[config.mk]
export PLATFORM = sky130hd
export DESIGN_NAME = ddr2_read_capture
export DESIGN_NICKNAME = d
export VERILOG_FILES = /design/src/rtl/ddr2_read_capture.sv
export SDC_FILE = /design/constraint.sdc
export NUM_CORES = 1
export LEC_CHECK = 0
export CORE_ASPECT_RATIO = 0.7
export CORE_MARGIN = 2
export CORE_UTILIZATION = 45
export CTS_CLUSTER_SIZE = 28
export DETAILED_ROUTE_END_ITERATION = 16
export HOLD_SLACK_MARGIN = 0.12
export PLACE_DENSITY_LB_ADDON = 0.08
export RECOVER_POWER = 100
export SETUP_SLACK_MARGIN = 0.02
export SYNTH_ARGS = -nofsm -noshare
export SYNTH_HDL_FRONTEND = slang
export SYNTH_SLANG_ARGS = --single-unit
export TNS_END_PERCENT = 5
[constraint.sdc]
create_clock -name clk -period 5 [get_ports clk]
set_clock_uncertainty 0.1 [all_clocks]
set_input_delay 0.5 -clock clk [delete_from_list [all_inputs] [get_ports clk]]
set_output_delay 0.5 -clock clk [all_outputs]
set_load 0.005 [all_outputs]
[src/rtl/ddr2_read_capture.sv]
// Read-data capture behind SAME_EDGE_PIPELINED IDDRs: a latency delay line times each burst.
// Optional macro DDR2_RDCAP_BURST_CNT_EN adds the saturating rd_burst_cnt output.
module ddr2_read_capture #(
    parameter int unsigned DQ_WIDTH   = 16,
    parameter int unsigned BURST_LEN  = 4,
    parameter int unsigned RD_LAT_MAX = 15
) (
    input  logic                          clk,
    input  logic                          rst,
    input  logic                          rd_cmd,
    input  logic [3:0]                    rd_lat,
    input  logic [DQ_WIDTH-1:0]           dq_rise,
    input  logic [DQ_WIDTH-1:0]           dq_fall,
    output logic [DQ_WIDTH*BURST_LEN-1:0] rd_data,
    output logic                          rd_valid,
    output logic                          rd_err
`ifdef DDR2_RDCAP_BURST_CNT_EN
    ,
    output logic [15:0]                   rd_burst_cnt
`endif
);

    localparam int unsigned Pairs = BURST_LEN / 2;
    localparam int unsigned CntW  = $clog2(Pairs);
    localparam int unsigned PairW = 2 * DQ_WIDTH;
    localparam logic [CntW-1:0] LastPair = CntW'(Pairs - 1);

    logic [RD_LAT_MAX-1:0]      dly_q;
    logic [CntW-1:0]            cnt_q;
    logic [(Pairs-1)*PairW-1:0] pair_buf_q;
    logic                       lat_ok;
    logic                       cmd_ok;
    logic                       start;
    logic                       overlap;
    logic                       done;

    always_comb begin
        lat_ok = (rd_lat != 4'd0) && (32'(rd_lat) <= RD_LAT_MAX);
        cmd_ok = rd_cmd && lat_ok;
        // dly_q[k] holds a command sampled k+1 edges ago, so tap rd_lat-1 lines up with pair 0.
        start  = 1'b0;
        for (int unsigned i = 0; i < RD_LAT_MAX; i++) begin
            if (32'(rd_lat) == i + 1) begin
                start = dly_q[i];
            end
        end
        overlap = start && (cnt_q != '0);
        done    = (cnt_q == LastPair);
    end

    always_ff @(posedge clk or posedge rst) begin
        if (rst) begin
            dly_q      <= '0;
            cnt_q      <= '0;
            pair_buf_q <= '0;
            rd_data    <= '0;
            rd_valid   <= 1'b0;
            rd_err     <= 1'b0;
        end else begin
            dly_q    <= {dly_q[RD_LAT_MAX-2:0], cmd_ok};
            rd_valid <= 1'b0;
            if ((rd_cmd && !lat_ok) || overlap) begin
                rd_err <= 1'b1;
            end
            if (done) begin
                rd_data  <= {dq_fall, dq_rise, pair_buf_q};
                rd_valid <= 1'b1;
                cnt_q    <= '0;
            end else if (cnt_q != '0 || start) begin
                pair_buf_q[cnt_q*PairW +: PairW] <= {dq_fall, dq_rise};
                cnt_q <= cnt_q + 1'b1;
            end
        end
    end

`ifdef DDR2_RDCAP_BURST_CNT_EN
    always_ff @(posedge clk or posedge rst) begin
        if (rst) begin
            rd_burst_cnt <= '0;
        end else if (done && rd_burst_cnt != 16'hFFFF) begin
            rd_burst_cnt <= rd_burst_cnt + 16'd1;
        end
    end
`endif

endmodule

After elaboration in Yosys (flattened, before gate mapping):

Cells that the tools add are included.
Widths: inputs -> output; s select.

* bits in registers: 114
* bits of input ports: 39
* output and inout port bits: 66
* word-level logic and storage cells: 53

* add/sub/neg operators: 2
* equal/unequal tests: 15
* shift operators: 2
* muxes and demuxes: 19
* bitwise gates (word level): 1
* reduce and logical (&&, ||, !) cells: 8

Operator list (count)
* $neg 6->34: 1
* $shift 32x34->32 const A: 1
* $shiftx 32x34->32: 1
* $bwmux 32: 1
* $eq 4x4->1 const B: 8
* $mux 1: 18
* $eq 4x3->1 const B: 4
* $eq 4x2->1 const B: 2
* $eq 4x1->1 const B: 1
* $reduce_bool 4->1: 1
* $logic_and 1x1->1: 3
* $logic_or 1x1->1: 2
* $reduce_and 2->1: 1
* $add 1x1->1 const B: 1
* $logic_not 1->1: 1
* $not 1->1: 1

Logic depth before layout (Yosys ltp):

Gate-level depths: netlist of run 1.

* depth after elaboration: 19
* depth in mapped cells: 7
* gate-level depth less buffers: 5

Worst setup path after synthesis of run 1:

Ideal clock, no wire load.

* path kind: input to register
* from: in rd_lat[1]
* to: reg pair_buf_q[10]
* arrival: 1.819 ns
* required time: 4.775 ns
* slack: 2.956 ns
* stages on the path: 7
* buffers on the path: 2
* cell sequence: buf_4 -> mux2i_1 -> o32ai_1 -> nor3_2 -> o22ai_4 -> buf_6 -> mux2_4

* cells in the longest elaborated chain, start to end: 18
* elaborated cells on any way between the ends: 32

Ends and longest elaborated chain
* start: declaration: RTL line 11 `input logic [3:0] rd_lat,`
* $eq 4x1->1: RTL line 43 `if (32'(rd_lat) == i + 1) begin`
* $mux 1 (14 in series): RTL line 43
* $mux 1 *: RTL line 43
* $logic_or 1x1->1 *: RTL line 69 `end else if (cnt_q != '0 || start) begin`
* $reduce_and 2->1 (no source line) *
* end signal: indexed assignment: RTL line 70 `pair_buf_q[cnt_q*PairW +: PairW] <= {dq_fall, dq_rise};`
* end: declaration: RTL line 30 `logic [(Pairs-1)*PairW-1:0] pair_buf_q;`

Every way passes the cells marked *; elsewhere a longest branch is shown, timed or not.
A chain may end at the register's enable or synchronous reset.

Worst setup path after layout of run 1:

* from: in rd_lat[2]
* to: reg pair_buf_q[11]

The elaborated chain is that of the path after synthesis.

==> results of run 1 <==
[registers in the layout (all words and copies together), names as in the netlist]
name        cells
rd_err          1
dly_q          15
pair_buf_q     32
rd_data        64
rd_valid        1
cnt_q           1
[cells by family after synthesis]
| logic type | after synthesis |
|---|---|
| flops | 114 |
| simple gates | 8 |
| buf+inv | 15 |
| compound gates | 8 |
| mux | 103 |
[power by group through the flow]
stage                     Sequential (mW)  Clock [mW]  Combinational [mW]
after detailed placement             1.40           0               0.979
after CTS                            1.39        1.27               0.988
after floorplan                      1.39           0               0.424
after global routing                 1.42        1.32               0.892
final                                1.37        1.25               0.817
after global placement               1.39           0               0.969
[worst register-to-register path, cell delays in order, from the launching register on]
cell	delay [ns]
dfrtp_1	0.35
mux2i_1	0.08
a31oi_1	0.19
o211ai_1	0.17
o22ai_4	0.65
clkbuf_1	0.64
mux2_1	0.40
[final cells by class]
type	count	area share, %
sequential	114	47.8
multi-input combinational	119	21.4
timing repair buffer	107	17.7
clock buffer	21	7.71
clock inverter	10	2.64
tap	124	2.60
inverter	2	0.168
[Yosys cell counts (2+ instances only)]
| cell type | instances |
|---|---|
| dfrtp_1 | 114 |
| mux2_2 | 67 |
| mux2_4 | 29 |
| mux2i_1 | 7 |
| buf_2 | 5 |
| buf_6 | 4 |
| a21oi_1 | 2 |
| buf_4 | 2 |
| clkbuf_1 | 2 |
| inv_1 | 2 |
| nor3b_1 | 2 |
[worst paths after layout]
kind / start / end / slack (ns) / cells after the start
hold / removal: dly_q[7] / dly_q[8] / 0.27 / 0
hold reg to reg: dly_q[7] / dly_q[8] / 0.27 / 0
setup reg to reg: dly_q[6] / pair_buf_q[11] / 2.30 / 6
min in group asynchronous: rst / rd_data[50] / 0.73 / 2
max in group asynchronous: rst / rd_data[8] / 2.11 / 3
setup / recovery: rd_lat[2] / pair_buf_q[11] / 1.75 / 7
[through the flow]
stage / instances / instance area (sq um) / util (%) / worst slack [ns] / total power [mW]
final: 497 / 5970 / 64.8 / 1.75 / 3.43
after global placement: 466 / 5470 / 59.3 / 1.64 / 2.36
after detailed placement: 466 / 5470 / 59.3 / 1.53 / 2.38
after CTS: 497 / 6090 / 66.0 / 1.96 / 3.65
after global routing: 497 / 5970 / 64.8 / 1.52 / 3.63
after floorplan: 248 / 4340 / - / 1.38 / 1.82
[layout by cell type, fill, tap and decap left out, types with 2 or more instances in the layout]
cell / count
mux2_1: 28
clkinvlp_4: 3
clkinv_2: 3
clkbuf_16: 17
mux2_2: 67
clkdlybuf4s50_1: 35
mux2i_1: 7
dfrtp_1: 113
nor3b_1: 2
dlygate4sd3_1: 69
clkbuf_8: 2
bufinv_16: 4
a21oi_1: 2
clkbuf_1: 4
[per-layer routing]
layer	global-route usage (%)	routed length (um)	up-vias
li1	-	-	1115
met1	23.1	3670	1226
met2	24.8	3610	67
met3	6.45	547	14
met4	8.78	157	0
met5	0	0	-
==> results.tsv, run 1 <==
stage	metric	value	unit
status	run_status	finished, violations left	
status	violations_in_the_final_reports	max-capacitance violations, max-slew violations	
detailed_routing	route.vias.total	2422	
setup_path	crit_path_end_kind	flip-flop	
setup_path	timing_worst_setup_path_type	in -> reg	
timing	transition_time_at_the_pin_with_the_least_slew_margin	1.53	ns
logic_synthesis	dominant_combinational_cell_family_by_area_after_synthesis	multiplexers	
logic_synthesis	avgSynthCellArea	17.5	sq um
power	share_seq_of_total_power	39.9	%
timing	layout_worst_path_cycle_share	65.0	%
clock_tree	cts_sink_count	114	
die	chipWidth	121	um
timing	rsz0062_at_grt	no	
grt	grt_antenna_before_repair	0	
logic_synthesis	async_flop_share	100	%
die	dieHeight	86.1	um
hold_path	hold_path.class	reg -> reg	
logic_synthesis	largest_area_contributor_in_the_synthesized_netlist	dfrtp_1	
logic_synthesis	yosys-mux-area-fraction	29.0	%
clock_tree	postCtsHoldBufs	0	
die	io_pins	105	
timing	maxSlewHeadroom	-2.32	%
timing	period_needed	3.25	ns
clock_tree	cts_buffer_depth	2	
logic_synthesis	synth_compound_gate_area_share	1.56	%
logic_synthesis	ys.flop_type	dfrtp_1	
power	relative_contribution_of_combinational_cells_to_total_power	23.8	%
cells_and_area	footprint_of_the_multi_input_gates	1280	sq um
timing	fmax	308	MHz
clock_tree	cts.root.buffer_cell	clkbuf_16	
power	power.clock.fraction	36.3	%
grt	grt_first_pass_wirelength	13600	um
grt	maximum_number_of_pins_on_one_net_before_global_route_repair	87	
cells_and_area	register_area	2850	sq um
clock_tree	htree_levels	4	
timing	setup_tns	0	ns
grt	gr-usage-all-layers	17.3	%
setup_path	critical_path.max_fanout	21	
logic_synthesis	fraction_of_synthesized_cell_area_taken_by_the_top_area_cell_type	65.8	%
setup_path	crit_path_top_delay_cell	dlygate4sd3_1	
clock_tree	postCtsSetupRepairBufs	0	
cells_and_area	num_antenna_cells	0	
logic_synthesis	synth_fa_ha_area_share	0	%
detailed_routing	initialDrtViolationCount	136	
logic_synthesis	synth_edf_count	0	
placed_design	hpwl	5210	um
placed_design	number_of_port_buffers	104	
logic_synthesis	mappedNetlistArea	4340	sq um
cells_and_area	drive_above_1_share	27.6	%
detailed_routing	routed_wirelength	7990	um
setup_path	worstSetupStartpointType	primary input	
power	power_switching	0.812	mW
clock_tree	tritoncts.num_buffers	17	
detailed_routing	vias_per_cell	4.87	
logic_synthesis	synth_cell_types	23	
power	sw_frac_of_total	23.7	%
clock_tree	cts_tree	built	
logic_synthesis	ys_top_cells_by_area	dfrtp_1 66%, mux2_2 17%, mux2_4 10%	
die	initial_core_util	47.1	%
placed_design	global_placement_routability_congestion	0.718	
logic_synthesis	mapped_nets	287	
setup_path	critical_path.cell_chain	dlygate4sd3_1 -> mux2i_1 -> a31oi_1 -> o211ai_1 -> o22ai_4 -> clkbuf_1 -> mux2_1	
job	max_cap_violations	1	
die	die_area	10500	sq um
timing	report.final.hold_viol_count	0	
detailed_routing	avgRoutedWirePerCell	16.1	um
setup_path	worst-endpoint-required	5.18	ns
die	core	9220	sq um
detailed_routing	drc_errors	0	
setup_path	signal_arrival_time_at_the_worst_endpoint	3.42	ns
power	power.density	575	nW/um^2
grt	vias_in_the_first_global_route	2644	
power	leakage	2.52	nW
clock_tree	ctsResizeCount	0	
logic_synthesis	number_of_synthesized_register_bits	114	
setup_path	crit_buf_inv	2	
clock_tree	clk_transition_reported_paths	0.05	ns
cells_and_area	area.growth.synth_to_final	37.7	%
detailed_routing	ant_nets	0	
grt	grt_overflow	0	
setup_path	slowest_delay	0.74	ns
power	power_report.internal_total	2.62	mW
timing	hold_ws	0.271	ns
logic_synthesis	synth.yosys.seq_area_share	65.8	%
timing	maxSlewViolCount	30	
logic_synthesis	synth_xor_area_share	0	%
cells_and_area	fill_cell_instance_count_of_the_final_layout	722	
clock_tree	clock_insertion_delay_worst_skew	0.40	ns
die	std_cell_rows	29	
setup_path	critical-path-top-delay-family	buffers and inverters	
power	power.ir.vdd_worst	394	uV
logic_synthesis	synthCells	248	
detailed_routing	drt_pre_antenna_iters	4	
logic_synthesis	synth_warnings	0	
logic_synthesis	post_synth_and_or_nand_nor_area_fraction	1.33	%
cells_and_area	num-nets-final	400	
timing	final-setup-viol-count	0	
Note: power is estimated with default switching activity, not from simulation.
==> run 2, diff against run 1 <==
Clock period 5 ns to 3.4 ns, I/O delays scaled along.
==> run 2 against run 1 <==
The run still ends with max-capacitance violations, max-slew violations left. Wire length increased by 3.4%. Cell count increased by 0.80%. Total power increased by 51%. Utilization increased by 0.88 points. Die area unchanged. Final area increased by 1.4%. Sequential share of layout area decreased by 0.66 points. Count of clock-buffer cells in the layout increased by 1. Critical path type unchanged. Critical endpoint is now pair_buf_q[24].
==> results.tsv, run 2 (synthesized netlist as in run 1, its figures left out) <==
stage	metric	value	unit	change
hold_path	hold_path.class	reg -> reg		unchanged
clock_tree	tritoncts.num_buffers	17		unchanged
placed_design	number_of_port_buffers	104		unchanged
setup_path	path_depth	7		unchanged
grt	vias_in_the_first_global_route	2582		was 2644
timing	final-setup-viol-count	0		unchanged
grt	gr-usage-all-layers	17.5	%	was 17.3%
setup_path	crit_path_end_kind	flip-flop		unchanged
setup_path	slowest_delay	0.74	ns	about the same
timing	maxSlewHeadroom	-26.9	%	was -2.32%
die	dieHeight	86.1	um	unchanged
power	leakage	2.57	nW	was 2.52 nW
timing	report.final.hold_viol_count	0		unchanged
setup_path	ff2ff_path_depth	2		was 6
timing	layout_worst_path_cycle_share	78.1	%	
cells_and_area	drive_above_1_share	29.4	%	was 27.6%
die	core	9220	sq um	unchanged
detailed_routing	vias_per_cell	4.82		was 4.87
cells_and_area	final_core_util	65.7	%	was 64.8%
timing	setup_tns	0	ns	unchanged
clock_tree	cts_sink_count	114		unchanged
power	power.density	858	nW/um^2	was 575 nW/um^2
setup_path	signal_arrival_time_at_the_worst_endpoint	2.82	ns	was 3.42 ns
setup_path	reg2reg_to	rd_data[26]		was pair_buf_q[11]
timing	period_needed	2.66	ns	
placed_design	post-place-ws	0.614	ns	was 1.53 ns
setup_path	worstSetupStartpointType	primary input		unchanged
grt	grt_overflow	0		unchanged
setup_path	worst-endpoint-required	3.57	ns	was 5.18 ns
setup_path	crit-reg2reg-launch	cnt_q		was dly_q[6]
grt	grt_first_pass_wirelength	13800	um	was 13600 um
die	io_pins	105		unchanged
clock_tree	clock_insertion_delay_worst_skew	0.40	ns	about the same
clock_tree	cts_buffer_depth	2		unchanged
detailed_routing	ant_nets	0		unchanged
cells_and_area	num_antenna_cells	0		unchanged
detailed_routing	avgRoutedWirePerCell	16.5	um	was 16.1 um
setup_path	critical_path.max_fanout	15		was 21
job	max_cap_violations	2		was 1
cells_and_area	register_area	2850	sq um	about the same
timing	rsz0062_at_grt	no		unchanged
cells_and_area	footprint_of_the_multi_input_gates	1290	sq um	was 1280 sq um
detailed_routing	drt_pre_antenna_iters	4		unchanged
cells_and_area	largest_register_ff_count	64		unchanged
grt	maximum_number_of_pins_on_one_net_before_global_route_repair	65		was 87
cells_and_area	top_library_cells_by_usage_in_the_layout_fill_and_taps_aside	114 x dfrtp_1, 69 x dlygate4sd3_1, 67 x mux2_2, 35 x clkdlybuf4s50_1, 26 x mux2_1		was 113 x dfrtp_1, 69 x dlygate4sd3_1, 67 x mux2_2, 35 x clkdlybuf4s50_1, 28 x mux2_1
status	violations_in_the_final_reports	max-capacitance violations, max-slew violations		unchanged
die	initial_core_util	47.1	%	unchanged
clock_tree	htree_levels	4		unchanged
clock_tree	ctsResizeCount	0		unchanged
setup_path	crit_buf_inv	2		unchanged
cells_and_area	num-nets-final	403		was 400
cells_and_area	largest_register	rd_data		unchanged
timing	transition_time_at_the_pin_with_the_least_slew_margin	1.89	ns	was 1.53 ns
die	die_area	10500	sq um	unchanged
clock_tree	cts_tree	built		unchanged
timing	worst_slack	0.744	ns	was 1.75 ns
clock_tree	postCtsSetupRepairBufs	0		unchanged
grt	grt_antenna_before_repair	0		unchanged
timing	maxSlewViolCount	109		was 30
cells_and_area	most_common_library_cell_in_the_layout_ignoring_fill_and_taps	dfrtp_1		unchanged
status	run_status	finished, violations left		unchanged
clock_tree	cts.root.buffer_cell	clkbuf_16		unchanged
die	std_cell_rows	29		unchanged
timing	fmax	376	MHz	
clock_tree	clk_transition_reported_paths	0.05	ns	about the same
clock_tree	postCtsHoldBufs	0		unchanged
setup_path	critical-path-top-delay-family	buffers and inverters		unchanged
detailed_routing	route.vias.total	2415		was 2422
placed_design	global_placement_routability_congestion	0.732		was 0.718
detailed_routing	initialDrtViolationCount	118		was 136
detailed_routing	drc_errors	0		unchanged
placed_design	hpwl	5420	um	was 5210 um
cells_and_area	area.growth.synth_to_final	39.6	%	was 37.7%
setup_path	timing_worst_setup_path_type	in -> reg		unchanged
setup_path	cp-endpoint	pair_buf_q[24]		was pair_buf_q[11]
setup_path	critical_path.cell_chain	dlygate4sd3_1 -> mux2i_1 -> a31oi_1 -> o211ai_1 -> o22ai_4 -> clkbuf_2 -> mux2_1		was dlygate4sd3_1 -> mux2i_1 -> a31oi_1 -> o211ai_1 -> o22ai_4 -> clkbuf_1 -> mux2_1
setup_path	critPathLaunch	rd_lat[2]		unchanged
power	power.ir.vdd_worst	445	uV	was 394 uV
setup_path	crit_path_top_delay_cell	dlygate4sd3_1		unchanged
cells_and_area	reg.largest.list	rd_data (64), pair_buf_q (32), dly_q (15)		unchanged
setup_path	reg2reg_setup_slack	1.03	ns	was 2.30 ns
timing	hold_ws	0.274	ns	was 0.271 ns
cells_and_area	fill_cell_instance_count_of_the_final_layout	694		was 722
die	chipWidth	121	um	unchanged
detailed_routing	routed_wirelength	8260	um	was 7990 um
run 2: final cells by class:
cell class                 count  share of cell area [%]
sequential                   114                    47.1
multi-input combinational    119                    21.3
timing repair buffer         110                    18.0
clock buffer                  22                    8.00
clock inverter                10                    2.93
tap                          124                    2.56
inverter                       2                   0.145
run 2: worst min path at each step:
stage / startpoint / end / slack, ns / depth (start not counted)
detailed placement: dly_q[10] / dly_q[11] / 0.26 / 0
global route: dly_q[0] / dly_q[1] / 0.29 / 0
CTS: dly_q[13] / dly_q[14] / 0.28 / 0
finish: dly_q[13] / dly_q[14] / 0.27 / 0
global placement: dly_q[5] / dly_q[6] / 0.27 / 0
floorplan: dly_q[11] / dly_q[12] / 0.25 / 0
run 2: metrics by stage:
step                      area [sq um]  total power, mW  std cells
after floorplan                   4340             2.67        248
after global placement            5530             3.48        469
after detailed placement          5530             3.51        469
after CTS                         6190             5.50        501
after global routing              6050             5.47        501
final                             6050             5.19        501
run 2: layer usage:
metal  GRT usage (%)  routed length, um  part of all wire, %
met5               0                  0                    0
met4            6.90                100                  1.2
met2            24.6               3580                   43
met1            24.4               4000                   48
met3            7.11                585                  7.1
run 2: worst reg2reg max path, stage by stage (launching register included):
cell and delay (ns):
dfrtp_1 0.46, clkbuf_2 1.20, mux2_2 0.49
run 2: report_power, final:
| group | leakage [nW] | switching, mW | total (mW) | internal (mW) |
|---|---|---|---|---|
| sequential | 1.33 | 0.215 | 2.02 | 1.81 |
| combinational | 0.915 | 0.414 | 1.23 | 0.816 |
| clock | 0.326 | 0.570 | 1.94 | 1.37 |
| total | 2.57 | 1.20 | 5.19 | 3.99 |
